`config.mk`:
```
export PLATFORM = sky130hd
export DESIGN_NAME = seq_mem_burst_reader
export DESIGN_NICKNAME = d
export VERILOG_FILES = /design/src/rtl/seq_mem_pkg.sv /design/src/rtl/seq_mem_skid_fifo.sv /design/src/rtl/seq_mem_burst_reader.sv
export SDC_FILE = /design/constraint.sdc
export NUM_CORES = 1
export LEC_CHECK = 0
export ABC_CLOCK_PERIOD_IN_PS = 2000
export CAP_MARGIN = 0
export CELL_PAD_IN_SITES_DETAIL_PLACEMENT = 1
export CELL_PAD_IN_SITES_GLOBAL_PLACEMENT = 1
export CORE_MARGIN = 5
export CORE_UTILIZATION = 46
export CTS_CLUSTER_DIAMETER = 80
export DETAILED_ROUTE_END_ITERATION = 12
export GPL_TIMING_DRIVEN = 1
export PLACE_DENSITY = 0.75
export SLEW_MARGIN = 20
export SYNTH_ARGS = -nofsm -noshare
export SYNTH_HDL_FRONTEND = slang
export SYNTH_HIERARCHICAL = 1
export SYNTH_SLANG_ARGS = --single-unit
```
`constraint.sdc`:
```
create_clock -name clk -period 2 [get_ports clk]
set_input_delay 0.3 -clock clk [delete_from_list [all_inputs] [get_ports clk]]
set_output_delay 0.3 -clock clk [all_outputs]
set_load 0.005 [all_outputs]
```
`src/rtl/seq_mem_pkg.sv`:
```
// Shared types and defaults for the sequential memory burst reader.
package seq_mem_pkg;

  localparam int DEF_WIDTH = 8;
  localparam int DEF_DEPTH = 16;

  // IDLE: waiting for start; READ: issuing reads; DRAIN: all reads issued,
  // waiting for the last beat to leave the output FIFO.
  typedef enum logic [1:0] {
    IDLE  = 2'd0,
    READ  = 2'd1,
    DRAIN = 2'd2
  } state_t;

endpackage

```
`src/rtl/seq_mem_skid_fifo.sv`:
```
// Two-entry output FIFO. The head register only changes on a pop, so the
// presented word stays stable under backpressure.
module seq_mem_skid_fifo #(
  parameter int W = 9
) (
  input  logic         clk,
  input  logic         rst_n,
  input  logic         push,
  input  logic [W-1:0] push_data,
  input  logic         pop,
  output logic         valid,
  output logic [W-1:0] head,
  output logic [1:0]   count
);

  logic [1:0][W-1:0] ent;
  logic              wr_ptr;
  logic              rd_ptr;

  // Storage, pointers and occupancy; caller never pushes when full or pops when empty.
  always_ff @(posedge clk or negedge rst_n) begin
    if (!rst_n) begin
      ent    <= '0;
      wr_ptr <= 1'b0;
      rd_ptr <= 1'b0;
      count  <= 2'd0;
    end else begin
      if (push) begin
        ent[wr_ptr] <= push_data;
        wr_ptr      <= ~wr_ptr;
      end
      if (pop) rd_ptr <= ~rd_ptr;
      count <= count + 2'(push) - 2'(pop);
    end
  end

  assign valid = (count != 2'd0);
  assign head  = ent[rd_ptr];

endmodule

```
`src/rtl/seq_mem_burst_reader.sv`:
```
// Memory with full-word and single-bit write ports plus a burst reader that
// streams consecutive words (address wraps) through a 2-entry FIFO.
// Optional macro SEQ_MEM_BURST_READER_BYPASS_EN: forward same-cycle write data
// to a read of the same address instead of returning the old word.
module seq_mem_burst_reader
  import seq_mem_pkg::*;
#(
  parameter  int WIDTH = DEF_WIDTH,
  parameter  int DEPTH = DEF_DEPTH,
  localparam int AW    = $clog2(DEPTH)
) (
  input  logic             clk,
  input  logic             rst_n,
  input  logic             wr_en,
  input  logic [AW-1:0]    wr_addr,
  input  logic [WIDTH-1:0] wr_data,
  input  logic             bit_en,
  input  logic [AW-1:0]    bit_addr,
  input  logic [2:0]       bit_index,
  input  logic             bit_value,
  input  logic             start,
  input  logic [AW-1:0]    start_addr,
  input  logic [AW:0]      start_len,
  output logic             busy,
  output logic             out_valid,
  input  logic             out_ready,
  output logic [WIDTH-1:0] out_data,
  output logic             out_last,
  output logic             done
);

  localparam logic [AW:0] REM_ONE = (AW+1)'(1);

  logic [WIDTH-1:0] mem [DEPTH];
  logic [WIDTH-1:0] bit_word;
  logic [WIDTH-1:0] rd_word;

  state_t        state_q, state_d;
  logic [AW-1:0] addr_q, addr_d;
  logic [AW:0]   rem_q, rem_d;
  logic          zdone_q, zdone_d;
  logic          issue;

  logic          pop;
  logic [1:0]    fifo_cnt;
  logic [WIDTH:0] head;

  // Word targeted by the bit write, with a same-cycle word write merged in first.
  always_comb begin
    bit_word = mem[bit_addr];
    if (wr_en && (wr_addr == bit_addr)) bit_word = wr_data;
    bit_word[bit_index] = bit_value;
  end

  // Memory array (not reset); bit write lands last so it wins on its bit.
  always_ff @(posedge clk) begin
    if (wr_en)  mem[wr_addr]  <= wr_data;
    if (bit_en) mem[bit_addr] <= bit_word;
  end

  // Read result captured into the FIFO at the edge after the read is issued.
  always_comb begin
    rd_word = mem[addr_q];
`ifdef SEQ_MEM_BURST_READER_BYPASS_EN
    if (bit_en && (bit_addr == addr_q))    rd_word = bit_word;
    else if (wr_en && (wr_addr == addr_q)) rd_word = wr_data;
`endif
  end

  // FSM and burst counters.
  always_ff @(posedge clk or negedge rst_n) begin
    if (!rst_n) begin
      state_q <= IDLE;
      addr_q  <= '0;
      rem_q   <= '0;
      zdone_q <= 1'b0;
    end else begin
      state_q <= state_d;
      addr_q  <= addr_d;
      rem_q   <= rem_d;
      zdone_q <= zdone_d;
    end
  end

  // Next state, read issue and completion pulse; a read is issued only when
  // the FIFO has room, since data lands in it on the very next edge.
  always_comb begin
    state_d = state_q;
    addr_d  = addr_q;
    rem_d   = rem_q;
    zdone_d = 1'b0;
    issue   = 1'b0;
    done    = zdone_q;
    case (state_q)
      IDLE: begin
        if (start) begin
          if (start_len != '0) begin
            state_d = READ;
            addr_d  = start_addr;
            rem_d   = start_len;
          end else begin
            zdone_d = 1'b1;
          end
        end
      end
      READ: begin
        if (fifo_cnt != 2'd2) begin
          issue  = 1'b1;
          addr_d = addr_q + AW'(1);
          rem_d  = rem_q - REM_ONE;
          if (rem_q == REM_ONE) state_d = DRAIN;
        end
      end
      DRAIN: begin
        if (pop && head[WIDTH]) begin
          state_d = IDLE;
          done    = 1'b1;
        end
      end
      default: state_d = IDLE;
    endcase
  end

  assign busy = (state_q != IDLE);
  assign pop  = out_valid & out_ready;

  seq_mem_skid_fifo #(.W(WIDTH + 1)) u_fifo (
    .clk       (clk),
    .rst_n     (rst_n),
    .push      (issue),
    .push_data ({(rem_q == REM_ONE), rd_word}),
    .pop       (pop),
    .valid     (out_valid),
    .head      (head),
    .count     (fifo_cnt)
  );

  assign out_data = head[WIDTH-1:0];
  assign out_last = head[WIDTH];

endmodule

```
==> flow_metrics.tcl, run 1 <==
set metrics [dict create \
    violations "negative setup slack" \
    fin_tns_setup_ns -22.35 \
    netlist_top_cells_area "edfxtp_1 39%, mux2_2 13%, mux4_2 11%, dfrtp_1 8.6%, o21ai_0 2.6%" \
    slowest_stage "mux4_2" \
    seq_area_frac_synth_pct 47.63 \
    synthToLayoutAreaGrowth_pct 36.68 \
    critical_path.startpoint "mem[5][3]" \
    skew_ns 0.01926 \
    r2r-end "mem[10][3]" \
    synthCells 739 \
    wl_per_cell_um 30.31 \
    core-area_um2 21090 \
    viasPerCell 6.507 \
    mappedNetlistArea_um2 9857 \
    required_ns 2.18 \
    final_nets 996 \
    status "finished with violations" \
    multiInputGateArea_um2 5386 \
    cp_data_arrival_time_ns 2.51 \
    cts.sinks 162 \
    via_count 8095 \
    timing.rr.start "mem[5][3]" \
    drt_pass1_iterations 5 \
    hold_path.class "input pin to async pin" \
    yosys.area.top_type "edfxtp_1" \
    die_y_um 156.4 \
    tightest_slew_ns 0.7537 \
    finalSetupViolations 144 \
    fin_ws_ns -0.3233 \
    finalHoldViolCount 0 \
    path_max_fanout 8 \
    die_x_um 156.4 \
    clk-insertion-delay-late_ns 0.45 \
    gp_congestion 0.9771 \
    drv_slew 0 \
    power_density_nw_per_um2 670.2 \
    antenna_found_initial 0 \
    async_reset_ff_share_pct 20.99 \
    p_total_mw 9.029 \
    period_share_pct 116.2 \
    grt_overflow 0 \
    synthFlopType "edfxtp_1" \
    cts_tree "done" \
    relSlewSlack_pct 49.57 \
    fill_cells 2019 \
    diodes 0 \
    yosys_warnings 6 \
    drtIter0Drc 704 \
    start_util_pct 46.74 \
    rows 53 \
    cp-start-kind "register" \
    cts_htree_levels 4 \
    rsz0062_at_grt "yes" \
    maxCapViolCount 0 \
    grt_pass1_vias 8775 \
    place_ws_ns -0.7745 \
    die-area_um2 24460 \
    syn_nets 779 \
    r2r_cells 6 \
    clk_path_buf_depth 2 \
    totalWireLength_um 37710 \
    path_class "register to register" \
    drive_gt1_share_pct 53.04 \
    hold_buffers 0 \
    fmax_mhz 430.4 \
    timing.hold.ws_ns 0.2803 \
    hpwlAfterDp_um 25040 \
    io_pins 47 \
    synthDistinctLibCells 56 \
    drcViolationCount 0 \
    drtAntennaViolNets 0 \
    path_clk_slew_ns 0.07 \
    grt_pass1_wl_um 53830 \
    numPortBuffers 46 \
    synth-seq-cells 162 \
    synth_area_per_cell_um2 13.34 \
    period_needed_ns 2.323 \
    path_cells "mux4_2 > a22o_4 > a211oi_4 > a221oi_2 > buf_4 > mux2_4" \
    regArea_um2 4697 \
    p_leak_nw 5.301 \
    synth_edf_count 128 \
    grt_max_degree 35 \
    end_kind "register" \
    grt_util_all_layers_pct 29.89 \
    root_buffer "clkbuf_16" \
    cpPeakStageDelay_ns 0.53 \
    numCtsBuffers 17 \
    synth_top_area_share_pct 38.99 \
    r2r_slack_ns -0.32 \
    ir_drop_uv 346.7 \
]
per-stage QoR:
step / utilization (%) / cells / area (um^2)
floorplan: - / 739 / 10000
global placement: 56.87 / 1173 / 11990
detailed placement: 56.87 / 1173 / 11990
CTS: 62.36 / 1229 / 13150
global route: 63.89 / 1244 / 13470
finish: 63.89 / 1244 / 13470
cell usage after synthesis (2+ instances only):
library cell,n
nor2b_1,11
o21ai_1,11
a211oi_1,11
edfxtp_1,128
mux2_1,2
and3b_1,2
o22ai_1,3
a32oi_1,6
buf_4,3
a22o_1,7
a31oi_1,3
and3_1,4
buf_2,11
nor2_1,33
mux2_2,115
nor3_1,6
nand2_1,48
a21oi_1,17
inv_1,10
clkbuf_1,30
clkbuf_2,2
mux2_4,17
nor4_1,4
o211ai_1,2
xnor2_1,6
ha_1,5
mux2i_1,9
nand2b_1,10
or2_2,4
a211oi_2,8
a221oi_2,5
mux4_2,49
nand3b_1,6
mux4_1,7
buf_6,9
nor3b_1,2
a22oi_1,13
dfrtp_1,34
buf_1,3
xor2_1,2
and2_1,3
nand3_1,13
o21ai_0,52
power breakdown:
group | total, mW | switching (mW) | internal (mW)
logic | 1.87 | 0.912 | 0.958
registers | 3.81 | 0.0583 | 3.75
clock network | 3.35 | 1.41 | 1.94
total | 9.03 | 2.38 | 6.65
critical path: cells and delay by family, from the launching register on:
| kind | cells | cell delay [ns] |
|---|---|---|
| AOI/OAI and AO/OA | 3 | 0.60 |
| buffers and inverters | 1 | 0.19 |
| DFF | 1 | 0.46 |
| muxes | 2 | 0.81 |
registers in the layout (all words and copies together) (netlist names):
signal         count
u_fifo/rd_ptr      1
state_q            2
addr_q             4
u_fifo/count       2
rem_q              5
u_fifo/wr_ptr      1
zdone_q            1
mem              128
u_fifo/ent        18
cell families (layout without fill, tap and decap cells):
| logic type | count (synthesis) | count (layout) | share of synthesized area [%] |
|---|---|---|---|
| adder cells (fa/ha/maj) | 5 | 5 | 0.6347 |
| buffers and inverters | 68 | 298 | 3.554 |
| AND/OR/NAND/NOR | 153 | 153 | 7.654 |
| XOR/XNOR | 8 | 8 | 0.7109 |
| flip-flops | 162 | 162 | 47.63 |
| AO/OA/AOI/OAI | 144 | 144 | 9.888 |
| multiplexers | 199 | 199 | 29.93 |
what timing repair did:
action,CTS,global route
buffers inserted,23,15
endpoints found under the setup margin,153,151
pin swaps,14,25
cloned,3,2
hold endpoints to repair,0,0
resized for setup,120,68
cell usage in the layout (no fill, tap or decap), types with 4 or more instances in the layout:
master | synthesis | layout
buf_4 | 3 | 169
edfxtp_1 | 128 | 128
mux2_4 | 17 | 87
mux4_2 | 49 | 55
nand2_1 | 48 | 47
mux2_2 | 115 | 47
nor2_1 | 33 | 32
dfrtp_1 | 34 | 32
clkdlybuf4s50_1 | 0 | 32
o21ai_0 | 52 | 31
buf_12 | 0 | 28
o21ai_2 | 0 | 23
clkbuf_16 | 0 | 17
a211oi_2 | 8 | 12
nand3_1 | 13 | 12
buf_6 | 9 | 11
nand2b_1 | 10 | 10
nor2b_1 | 11 | 10
inv_1 | 10 | 10
a21oi_1 | 17 | 10
mux2i_1 | 9 | 9
a22oi_1 | 13 | 8
o21ai_1 | 11 | 7
nand3b_1 | 6 | 6
nor3_1 | 6 | 6
a211oi_1 | 11 | 6
a22oi_2 | 0 | 5
a221oi_2 | 5 | 5
a21oi_2 | 0 | 5
ha_1 | 5 | 5
dlygate4sd2_1 | 0 | 5
xnor2_1 | 6 | 4
a22o_1 | 7 | 4
nor4_1 | 4 | 4
metal layers:
layer	global-route usage [%]	part of all wire, %
met5	0	0
met1	34.20	36
met4	13.68	4.9
met2	53.07	52
met3	6.969	6.8
layout make-up:
type / instances / area share (%)
Clock buffer: 23 / 3.548
Inverter: 10 / 0.2786
Tap cell: 275 / 2.554
Multi-Input combinational cell: 509 / 39.98
Clock inverter: 9 / 0.7801
Sequential cell: 162 / 34.86
Timing Repair Buffer: 256 / 18.00
how the worst max path moves through the flow:
stage	endpoint	slack, ns
floorplan	mem[0][6]	-0.06
global placement	mem[0][3]	-0.70
detailed placement	mem[0][3]	-0.77
CTS	mem[0][3]	-0.24
global route	mem[0][3]	-0.33
finish	mem[10][3]	-0.32
(Power assumes the default switching activity.)
==> run 2, diff against run 1 <==
--- a/config.mk
+++ b/config.mk
@@ -5,16 +5,16 @@
 export SDC_FILE = /design/constraint.sdc
 export NUM_CORES = 1
 export LEC_CHECK = 0
-export ABC_CLOCK_PERIOD_IN_PS = 2000
+export ABC_CLOCK_PERIOD_IN_PS = 2800
 export CAP_MARGIN = 0
 export CELL_PAD_IN_SITES_DETAIL_PLACEMENT = 1
 export CELL_PAD_IN_SITES_GLOBAL_PLACEMENT = 1
 export CORE_MARGIN = 5
-export CORE_UTILIZATION = 46
+export CORE_UTILIZATION = 55
 export CTS_CLUSTER_DIAMETER = 80
 export DETAILED_ROUTE_END_ITERATION = 12
 export GPL_TIMING_DRIVEN = 1
-export PLACE_DENSITY = 0.75
+export PLACE_DENSITY = 0.84
 export SLEW_MARGIN = 20
 export SYNTH_ARGS = -nofsm -noshare
 export SYNTH_HDL_FRONTEND = slang
==> constraint.sdc (replaced) <==
create_clock -name clk -period 2.8 [get_ports clk]
set_input_delay 0.42 -clock clk [delete_from_list [all_inputs] [get_ports clk]]
set_output_delay 0.42 -clock clk [all_outputs]
set_load 0.005 [all_outputs]
==> run 2 against run 1 <==
Compared with the run above: combinational power shrank 48%; critical path depth rose by 1; flip-flop and latch count is the same; sequential share of layout area is 5.2 points higher; final cell count decreased by 13%; clock skew decreased by 0.0069 ns; the run now ends clean; utilization up 2.1 points; global-route usage grew 5.7 points; total power shrank 33%; largest power group unchanged.
==> flow_metrics.tcl, run 2 (same netlist as run 1, synthesis figures left out) <==
set metrics [dict create \
    status "finished, final reports clean" \
    root_buffer "clkbuf_16" \
    power_frac_comb_pct 16.3 \
    finalHoldViolCount 0 \
    die-area_um2 20700 \
    rsz0062_at_grt "no" \
    grt_pass1_wl_um 53440 \
    cts.sinks 162 \
    place_ws_ns -0.4493 \
    final_util_pct 66.02 \
    relSlewSlack_pct 41.52 \
    viasPerCell 7.151 \
    place_inst 1052 \
    fill_cells 1703 \
    clk_path_buf_depth 2 \
    end_kind "register" \
    io_pins 47 \
    fin_ws_ns 0.02452 \
    drcViolationCount 0 \
    antenna_found_initial 0 \
    skew_ns 0.01232 \
    biggestRegsByFlops "mem: 128 flops, u_fifo/ent: 18 flops, rem_q: 5 flops" \
    path_clk_slew_ns 0.07 \
    final_nets 882 \
    ir_drop_uv 447.3 \
    fmax_mhz 360.3 \
    finalSetupViolations 0 \
    regMostFlops "mem" \
    path_class "input pin to register" \
    totalWireLength_um 35690 \
    tightest_slew_ns 0.8731 \
    period_needed_ns 2.775 \
    required_ns 2.98 \
    numPortBuffers 46 \
    drive_gt1_share_pct 38.25 \
    grt_overflow 0 \
    cts_tree "done" \
    die_y_um 143.9 \
    p_clk_share_pct 37.9 \
    cp-start-kind "input pin" \
    period_share_pct 99.12 \
    seqPwrFrac_pct 45.8 \
    diodes 0 \
    p_total_mw 6.007 \
    cp_data_arrival_time_ns 2.96 \
    grt_max_degree 35 \
    path_max_fanout 16 \
    p_leak_nw 4.307 \
    post_cts_buffers 0 \
    wl_per_cell_um 32.92 \
    maxCapViolCount 0 \
    fin_cells 1084 \
    via_count 7752 \
    mostFrequentLayoutCell "edfxtp_1" \
    p_int_mw 4.421 \
    start_util_pct 55.44 \
    die_x_um 143.9 \
    core-area_um2 17780 \
    drt_pass1_iterations 6 \
    hpwlAfterDp_um 23270 \
    rows 49 \
    final_cell_mix "128 x edfxtp_1, 115 x mux2_2, 87 x buf_4" \
    hold_path.class "input pin to async pin" \
    numCtsBuffers 17 \
    clk-insertion-delay-late_ns 0.44 \
    cts_htree_levels 4 \
    largest_reg_flops 128 \
    drtAntennaViolNets 0 \
    fin_tns_setup_ns 0 \
    synthToLayoutAreaGrowth_pct 19.09 \
    detailed_place.area_um2 11110 \
    drv_slew 0 \
    p_sw_mw 1.586 \
    grt_util_all_layers_pct 35.62 \
    timing.hold.ws_ns 0.4082 \
    fin_area_um2 11740 \
    swShare_pct 26.41 \
    drtIter0Drc 861 \
    power_density_nw_per_um2 511.8 \
    hold_buffers 0 \
    gp_congestion 0.9838 \
    grt_pass1_vias 8577 \
]
[run 2: changes by cell type in the layout (fill, tap and decap cells not counted), moves of 13 or more]
cell / before / now
o21ai_2: 23 / 0
clkdlybuf4s50_1: 32 / 45
o21ai_0: 31 / 52
buf_4: 169 / 87
buf_12: 28 / 8
mux2_4: 87 / 17
mux2_2: 47 / 115
[run 2: per-layer routing]
layer	global-route usage (%)	routed length, um	up-vias
li1	-	-	3120
met1	40.27	12180	3902
met2	61.91	17990	544
met3	8.286	3109	186
met4	20.12	2410	0
met5	0	0	-
[run 2: worst max-delay path, cell delays in order]
cell             delay, ns
clkdlybuf4s50_1       0.55
buf_12                0.22
mux4_1                0.58
a22o_1                0.24
a211oi_2              0.34
a211oi_4              0.24
mux2_2                0.36
[run 2: area by class of cell]
cell class              instances  area, um^2  area share, %
inverters                      10       37.54         0.3198
repair buffers                142        1280          10.90
flip-flops and latches        162        4697          40.01
clock inverters                 3       18.77         0.1599
multi-input cells             509        4886          41.62
clock buffers                  29       533.0          4.541
well taps                     229       286.5          2.441
[run 2: power groups by stage]
stage	clock, mW	sequential [mW]	combinational (mW)
2_1_floorplan	0	2.75	0.582
3_3_place_gp	0	2.78	0.838
3_5_place_dp	0	2.80	0.898
4_1_cts	2.28	2.75	0.947
5_1_grt	2.38	2.76	1.02
6_report	2.28	2.75	0.976
[run 2: worst paths after layout]
path / from / to / slack, ns / depth (start not counted)
setup / recovery: bit_addr[0] / mem[7][4] / 0.02 / 7
hold / removal: rst_n / addr_q[1] / 0.41 / 2
setup reg to reg: addr_q[0] / u_fifo/ent[4] / 0.14 / 5
hold reg to reg: u_fifo/ent[7] / u_fifo/ent[7] / 0.51 / 1
max in group asynchronous: rst_n / u_fifo/rd_ptr / 2.06 / 2
min in group clk: u_fifo/ent[7] / u_fifo/ent[7] / 0.51 / 1
[run 2: what timing repair did]
| action | in CTS | in global routing |
|---|---|---|
| setup endpoints to repair | 84 | 26 |
| gates cloned | 0 | 0 |
| resized for setup | 9 | 3 |
| pin swaps | 0 | 0 |
==> run 3, diff against run 2 <==
--- a/config.mk
+++ b/config.mk
@@ -5,11 +5,11 @@
 export SDC_FILE = /design/constraint.sdc
 export NUM_CORES = 1
 export LEC_CHECK = 0
-export ABC_CLOCK_PERIOD_IN_PS = 2800
+export ABC_CLOCK_PERIOD_IN_PS = 3500
 export CAP_MARGIN = 0
 export CELL_PAD_IN_SITES_DETAIL_PLACEMENT = 1
 export CELL_PAD_IN_SITES_GLOBAL_PLACEMENT = 1
-export CORE_MARGIN = 5
+export CORE_MARGIN = 4
 export CORE_UTILIZATION = 55
 export CTS_CLUSTER_DIAMETER = 80
 export DETAILED_ROUTE_END_ITERATION = 12
==> constraint.sdc (replaced) <==
create_clock -name clk -period 3.5 [get_ports clk]
set_input_delay 0.525 -clock clk [delete_from_list [all_inputs] [get_ports clk]]
set_output_delay 0.525 -clock clk [all_outputs]
set_load 0.005 [all_outputs]
==> run 3 against run 2 <==
Compared with the run above: utilization down 1.7 points; total power fell by 23%; combinational power decreased by 29%; cell area down 4.5%; clock power fell by 25%; via count fell by 6.1%; final cell count fell by 4.9%; sequential power down 20%; wire length fell by 11%; critical path depth is the same; clock skew is 0.0059 ns lower; count of clock-buffer cells in the layout shrank 3; largest cell class unchanged; largest power group unchanged; highest routed layer unchanged.
==> flow_metrics.tcl, run 3 (same netlist as run 1, synthesis figures left out) <==
set metrics [dict create \
    fill_cells 1644 \
    p_sw_mw 1.179 \
    power_density_nw_per_um2 412.0 \
    clk-insertion-delay-late_ns 0.43 \
    p_clk_share_pct 37.3 \
    rows 48 \
    core-area_um2 17420 \
    fin_area_um2 11210 \
    p_total_mw 4.617 \
    largest_reg_flops 128 \
    synthToLayoutAreaGrowth_pct 13.70 \
    drtAntennaViolNets 0 \
    power_frac_comb_pct 15.1 \
    numCtsBuffers 17 \
    end_kind "register" \
    status "finished, final reports clean" \
    fmax_mhz 327.3 \
    fin_cells 1031 \
    r2r_cells 6 \
    final_cell_mix "128 x edfxtp_1, 115 x mux2_2, 51 x o21ai_0" \
    swShare_pct 25.53 \
    cts_resized 0 \
    period_share_pct 87.30 \
    die_y_um 141.9 \
    hpwlAfterDp_um 21660 \
    tightest_slew_ns 0.9079 \
    drv_slew 0 \
    p_leak_nw 4.036 \
    io_pins 47 \
    antenna_found_initial 0 \
    cts_htree_levels 4 \
    relSlewSlack_pct 39.25 \
    final_nets 833 \
    min_path_cells 1 \
    p_int_mw 3.438 \
    place_inst 999 \
    via_count 7279 \
    clk_path_buf_depth 2 \
    finalHoldViolCount 0 \
    hold_path.class "register to register" \
    mostFrequentLayoutCell "edfxtp_1" \
    post_cts_buffers 0 \
    rsz0062_at_grt "no" \
    drtIter0Drc 817 \
    totalWireLength_um 31700 \
    drt_pass1_iterations 6 \
    cts.sinks 162 \
    cts_tree "done" \
    seqPwrFrac_pct 47.6 \
    path_class "input pin to register" \
    required_ns 3.80 \
    finalSetupViolations 0 \
    wl_per_cell_um 30.75 \
    root_buffer "clkbuf_16" \
    period_needed_ns 3.055 \
    detailed_place.area_um2 10670 \
    final_util_pct 64.35 \
    fin_ws_ns 0.4447 \
    regMostFlops "mem" \
    maxCapViolCount 0 \
    place_ws_ns 0.1342 \
    timing.hold.ws_ns 0.5038 \
    path_max_fanout 31 \
    path_clk_slew_ns 0.06 \
    hold_buffers 0 \
    ir_drop_uv 313.2 \
    start_util_pct 56.59 \
    die_x_um 141.9 \
    gp_congestion 0.8883 \
    grt_util_all_layers_pct 32.73 \
    grt_max_degree 35 \
    die-area_um2 20130 \
    viasPerCell 7.060 \
    drcViolationCount 0 \
    numPortBuffers 46 \
    grt_pass1_wl_um 48800 \
    biggestRegsByFlops "mem: 128 flops, u_fifo/ent: 18 flops, rem_q: 5 flops" \
    fin_tns_setup_ns 0 \
    drive_gt1_share_pct 34.62 \
    diodes 0 \
    cp_data_arrival_time_ns 3.36 \
    skew_ns 0.006468 \
    cp-start-kind "input pin" \
    grt_overflow 0 \
    grt_pass1_vias 7903 \
]
==> run 3: changes by cell type in the layout (fill, tap and decap cells not counted), moves of 3 or more <==
| cell | delta |
|---|---|
| buf_12 | -5 |
| a221oi_2 | +5 |
| clkbuf_1 | -3 |
| clkinv_2 | +3 |
| a221oi_4 | -5 |
| buf_4 | -43 |
==> run 3: area by class of cell <==
cell class              instances  area (um^2)  share of cell area, %
repair buffers                 93        845.8                  7.547
inverters                      10        37.54                 0.3349
flip-flops and latches        162         4696                  41.90
well taps                     225        281.5                  2.512
clock inverters                 6        31.28                 0.2791
clock buffers                  26        499.2                  4.455
multi-input cells             509         4816                  42.97
==> run 3: worst max-delay path, stage by stage <==
cell and delay [ns]:
clkdlybuf4s50_1 0.51, buf_12 0.24, nor2b_1 0.76, a22oi_1 0.37
a221oi_2 0.45, buf_4 0.28, mux2_2 0.21
==> run 3: worst paths after layout <==
path                             endpoint  slack (ns)     startpoint
max                            mem[11][7]        0.44    bit_addr[0]
min                         u_fifo/ent[9]        0.50  u_fifo/ent[9]
max reg2reg                 u_fifo/ent[9]        0.66      addr_q[2]
min reg2reg                 u_fifo/ent[9]        0.50  u_fifo/ent[9]
max in group asynchronous       addr_q[0]        2.66          rst_n
min in group asynchronous  u_fifo/ent[14]        0.51          rst_n
==> run 3: per-layer routing <==
metal / GRT usage [%] / vias to the layer above / wire [um]
met5: 0 / - / 0
met4: 14.19 / 0 / 1605
met3: 7.145 / 131 / 3031
met2: 56.02 / 478 / 15880
met1: 40.04 / 3652 / 11190
li1: - / 3018 / -
==> run 3: power groups by stage <==
stage,combinational [mW],clock (mW),sequential (mW)
floorplan,0.466,0,2.20
global placement,0.631,0,2.23
detailed placement,0.677,0,2.24
CTS,0.688,1.74,2.20
global route,0.740,1.83,2.20
finish,0.695,1.72,2.20
